--- src/rtl/demux_1x4_reg.sv ---
// Registered 1-to-4 demultiplexer with a one-entry valid/ready holding register per channel.
// Optional feature: define DEMUX_AUTO_SEL_EN to deal words round-robin and ignore select.
module demux_1x4_reg #(
    parameter int WIDTH = 8
) (
    input  logic             clock,
    input  logic             reset_b,
    input  logic [WIDTH-1:0] in_data,
    input  logic             in_valid,
    output logic             in_ready,
    input  logic [1:0]       select,
    output logic [WIDTH-1:0] out_0,
    output logic [WIDTH-1:0] out_1,
    output logic [WIDTH-1:0] out_2,
    output logic [WIDTH-1:0] out_3,
    output logic [3:0]       out_valid,
    input  logic [3:0]       out_ready,
    output logic [1:0]       cur_sel
);

    logic [WIDTH-1:0] data_q [4];
    logic [WIDTH-1:0] data_d [4];
    logic [3:0]       valid_q;
    logic [3:0]       valid_d;
    logic             accept;

`ifdef DEMUX_AUTO_SEL_EN
    logic [1:0] rr_ptr_q;
    logic [1:0] rr_ptr_d;

    assign cur_sel = rr_ptr_q;

    // The pointer only advances on accept, so a stalled channel blocks the input rather than being skipped.
    always_comb begin
        rr_ptr_d = rr_ptr_q;
        if (accept) begin
            rr_ptr_d = rr_ptr_q + 2'd1;
        end
    end

    always_ff @(posedge clock or negedge reset_b) begin
        if (!reset_b) begin
            rr_ptr_q <= 2'b00;
        end else begin
            rr_ptr_q <= rr_ptr_d;
        end
    end
`else
    assign cur_sel = select;
`endif

    assign in_ready = ~valid_q[cur_sel] | out_ready[cur_sel];
    assign accept   = in_valid & in_ready;

    // A load to a channel wins over its drain, which keeps full throughput on one channel.
    always_comb begin
        valid_d = valid_q;
        for (int k = 0; k < 4; k++) begin
            data_d[k] = data_q[k];
            if (valid_q[k] && out_ready[k]) begin
                valid_d[k] = 1'b0;
            end
            if (accept && (cur_sel == 2'(k))) begin
                valid_d[k] = 1'b1;
                data_d[k]  = in_data;
            end
        end
    end

    always_ff @(posedge clock or negedge reset_b) begin
        if (!reset_b) begin
            valid_q <= 4'b0000;
            for (int k = 0; k < 4; k++) begin
                data_q[k] <= '0;
            end
        end else begin
            valid_q <= valid_d;
            for (int k = 0; k < 4; k++) begin
                data_q[k] <= data_d[k];
            end
        end
    end

    assign out_0     = data_q[0];
    assign out_1     = data_q[1];
    assign out_2     = data_q[2];
    assign out_3     = data_q[3];
    assign out_valid = valid_q;

endmodule

--- config.mk ---
export PLATFORM = sky130hd
export DESIGN_NAME = demux_1x4_reg
export DESIGN_NICKNAME = d
export VERILOG_FILES = /design/src/rtl/demux_1x4_reg.sv
export SDC_FILE = /design/constraint.sdc
export NUM_CORES = 1
export LEC_CHECK = 0
export BUFFER_PORTS_ARGS = -buffer_cell sky130_fd_sc_hd__buf_2
export CORE_UTILIZATION = 51
export DETAILED_ROUTE_END_ITERATION = 16
export GPL_TIMING_DRIVEN = 0
export PLACE_DENSITY = 0.95
export SETUP_SLACK_MARGIN = 0.3
export SLEW_MARGIN = 20
export SYNTH_ARGS = -nofsm -noshare
export SYNTH_HDL_FRONTEND = slang
export SYNTH_SLANG_ARGS = --single-unit
export TNS_END_PERCENT = 5
--- constraint.sdc ---
create_clock -name clock -period 3.2 [get_ports clock]
set_input_delay 0.16 -clock clock [delete_from_list [all_inputs] [get_ports clock]]
set_output_delay 0.16 -clock clock [all_outputs]
set_load 0.01 [all_outputs]
### Word level (Yosys, flattened, before mapping)

Cells that the tools add are included.

* bits of input ports: 17
* word-level logic and storage cells: 40
* register bits after elaboration: 36

* equality and inequality tests: 3
* order comparisons: 1
* bitwise logic cells: 3
* reduce and logical (&&, ||, !) cells: 13
* mux-type cells: 12

Operator list (count)
* 2-to-1 mux 1 bit: 10
* logical AND 1 bit: 8
* nonzero test 2 bit: 4
* binary-select mux 1 bit (select 2 bit): 2
* == test 2 bit (second input constant): 2
* < comparator 2 x 3 -> 1 bit (second input constant): 1
* == test 2 x 1 -> 1 bit (second input constant): 1
* zero test 2 bit: 1
* bitwise AND 1 bit: 1
* NOT 1 bit: 1
* bitwise OR 1 bit: 1

### Depth between registers and ports, before layout

* word-level depth: 7
* depth in mapped cells: 5
* depth with buffers taken out: 3

### Worst setup path after synthesis

Ideal clock, no wire load.

* kind: reg2reg
* start point: register valid_q[1], in the netlist out_valid[1]
* end point: register data_q, in the netlist out_1[0]
* setup slack: 1.876 ns
* library setup time: 0.125 ns
* cell stages (with the launch flop): 4
* arrival: 1.199 ns
* path through: dfrtp_1 nand2b_1 nor3b_4 mux2_2

* longest elaborated chain between the ends: 6

RTL lines
* start, declared: line 23 `logic [3:0] valid_q;`
* start signal, assigned: line 77 `valid_q <= valid_d;`
* binary-select mux 1 bit (select 2 bit): line 52 `assign in_ready = ~valid_q[cur_sel] | out_ready[cur_sel];`
* 2-to-1 mux 1 bit (implied by the code): line 52
* NOT 1 bit: line 52
* bitwise OR 1 bit: line 52
* bitwise AND 1 bit: line 53 `assign accept = in_valid & in_ready;`
* logical AND 1 bit: line 63 `if (accept && (cur_sel == 2'(k))) begin`
* end signal, assigned by index: line 79 `data_q[k] <= data_d[k];`
* end, declared: line 21 `logic [WIDTH-1:0] data_q [4];`

Every way passes these cells. The select of a mux whose other input is x is not followed.
A chain may end at the register's enable or synchronous reset.

### Final worst setup path

* start point: register valid_q[3], in the netlist out_valid[3]
* end point: output in_ready

* longest elaborated chain between the ends: 4

RTL lines
* binary-select mux 1 bit (select 2 bit): line 52
* 2-to-1 mux 1 bit (implied by the code): line 52
* NOT 1 bit: line 52
* bitwise OR 1 bit: line 52
* end, declared: line 10 `output logic in_ready,`

Every way passes these cells. The select of a mux whose other input is x is not followed.

==> reports/metrics.cfg <==
[run_status]
status = finished clean

[detailed_routing]
post-route-drc-count = 0
drtPass1Iterations = 4
ant_nets = 0
wl_per_cell_um = 16.7
vias = 943
first_iter_violations = 2
wirelength_mm = 3.06
vias_per_cell = 5.15

[sta]
setup_tns_ns = 0
skew_ns = 0.00322
fmax_ghz = 0.641
hold_viol_final = 0
post-route-min-period_ns = 1.56
worst_hold_slack_ns = 0.0957
worst_slew_pin_slew_ns = 0.785
finalSetupViolCount = 0
rsz0062_at_grt = false
period_share = 0.487
report.final.slew_viol_count = 0
max_slew_margin = 0.477

[yosys]
postSynthRegisterBits = 36
synth_cell_types = 13
synth_nets = 107
synth_edf_count = 0
yosys.area.top_type_share = 0.636
synth-seq-area-share = 0.636
synth_commonest_cells = dfrtp_1, mux2_2, nand2_1, nand2b_1, buf_2
postSynthAreaPerCell_um2 = 15.7
netlist_area_um2 = 1420
synth-async-reset-ratio = 1.00
synth_area_leaders = dfrtp_1, mux2_2, nand2b_1
yosysTopAreaCell = dfrtp_1
synth.most_common_cell = dfrtp_1
ys.flop_type = dfrtp_1
netlist_instances = 90
yosysWarningCount = 0

[final_layout]
finalNetCount = 169
layout-area-overhead-vs-synth_pct = 28.1
final_util = 0.713
layout.cells.non_filler = 183
antennaDiodeCount = 0
drive_gt1_frac = 0.667

[global_route]
grt_pass1_wl_mm = 4.72
grt_pass1_vias = 976
antenna_found_initial = 0
grt_max_degree = 37
track_usage = 0.244
grt-ovfl-total = 0

[cts]
htree_levels = 2
numCtsBuffers = 5
clock_sinks = 36
tritoncts = yes
ctsRootBufferMaster = clkbuf_4
post_cts_buffers = 0
clk_pin_slew_ns = 0.11
clk-insertion-delay-late_ns = 0.33
clk_path_buf_depth = 2

[pwr]
peakVddDrop_mv = 0.554
leakagePower_uw = 0.000898
cellPowerDensity_nw_per_um2 = 656
total_power_uw = 1190

[flow_run]
drv_cap = 0

[die]
die-area_um2 = 2990
ios = 56
die_y_um = 54.7
die_w_um = 54.7
core_um2 = 2540
start_util = 0.557
num_rows = 18

[critical_path]
worstRegToRegCells = 3
critical_path.endpoint_type = output port
worstPathRequired_ns = 3.04
crit_fanout = 3
rrSetupSlack_ns = 1.70
regToRegStartpoint = out_valid[1]$_DFFE_PN0P_
critPathKind = reg2out
reg2reg_to = out_1[0]$_DFFE_PN0P_
worst_setup_path_start_kind = flop
arrival_ns = 1.40

[min_path]
holdPathEnd = out_0[7]$_DFFE_PN0P_
hold_depth = 2
hold_class = in2reg
hold_start = in_data[7]

[placed_design]
dp_cells = 174
place_congestion = 0.673
port_buffers = 54
hpwl_mm = 2.23

-- repair_timing --
item                                   in CTS  in global routing
gates resized for setup                     0                  0
hold buffers                                1                  0
setup endpoints to repair                   0                  0
endpoints found under the hold margin      36                  0
-- area by class of cell --
| cell class | count | area [um2] |
|---|---|---|
| Sequential cell | 36 | 901 |
| Fill cell | 194 | 731 |
| Multi-Input combinational cell | 49 | 485 |
| Timing Repair Buffer | 55 | 280 |
| Clock inverter | 3 | 42.5 |
| Clock buffer | 5 | 37.5 |
| Tap cell | 30 | 37.5 |
| Buffer | 5 | 30.0 |
-- sequential cells by signal, indices dropped and copies added, names as in the netlist --
name       flops
out_0          8
out_3          8
out_valid      4
out_1          8
out_2          8
-- critical path, stage by stage, from the launching register on --
cell and delay, ns:
dfrtp_1 0.37, nand2b_1 0.08, mux4_2 0.46, buf_2 0.15
-- how the worst max path moves through the flow --
stage	start	endpoint	cells past startpoint
after global routing	out_valid[0]$_DFFE_PN0P_	in_ready	3
after global placement	out_valid[1]$_DFFE_PN0P_	out_1[4]$_DFFE_PN0P_	3
after CTS	out_valid[0]$_DFFE_PN0P_	in_ready	3
after detailed placement	out_valid[1]$_DFFE_PN0P_	out_1[0]$_DFFE_PN0P_	3
after floorplan	out_valid[1]$_DFFE_PN0P_	out_1[0]$_DFFE_PN0P_	3
final	out_valid[3]$_DFFE_PN0P_	in_ready	3
-- per-layer routing --
| layer | vias up | part of all wire | track usage |
|---|---|---|---|
| met3 | 4 | 0.042 | 0.0722 |
| li1 | 433 | - | - |
| met1 | 478 | 0.39 | 0.266 |
| met2 | 28 | 0.56 | 0.432 |
| met5 | - | 0 | 0 |
| met4 | 0 | 0.010 | 0.107 |
-- cells by family after synthesis --
logic type | synth area share
compound gates | 0.00353
buf+inv | 0.0212
flops | 0.636
simple gates | 0.0689
mux | 0.270
-- layout by cell type (no fill, tap or decap), drive strengths merged --
| cell | n |
|---|---|
| mux4 | 1 |
| nand3 | 1 |
| dfrtp | 36 |
| dlygate4sd3 | 1 |
| nand3b | 1 |
| clkinvlp | 1 |
| nand2b | 4 |
| nand2 | 5 |
| mux2 | 32 |
| and3 | 1 |
| nor3b | 1 |
| buf | 59 |
| o21ai | 1 |
| clkinv | 1 |
| nor2b | 2 |
| clkbuf | 5 |
| bufinv | 1 |
-- report_power, final --
part / leakage (uW) / switching, uW / internal, uW
logic: 0.000425 / 135 / 143
registers: 0.000431 / 49.1 / 544
clock network: 0.0000412 / 155 / 163
-- metrics by stage --
stage | cell area [um2] | setup WS [ns]
floorplan | 1420 | 1.88
global placement | 1720 | 1.75
detailed placement | 1720 | 1.71
CTS | 1810 | 1.62
global route | 1810 | 1.56
finish | 1810 | 1.64
Note: power is estimated with default switching activity, not from simulation.
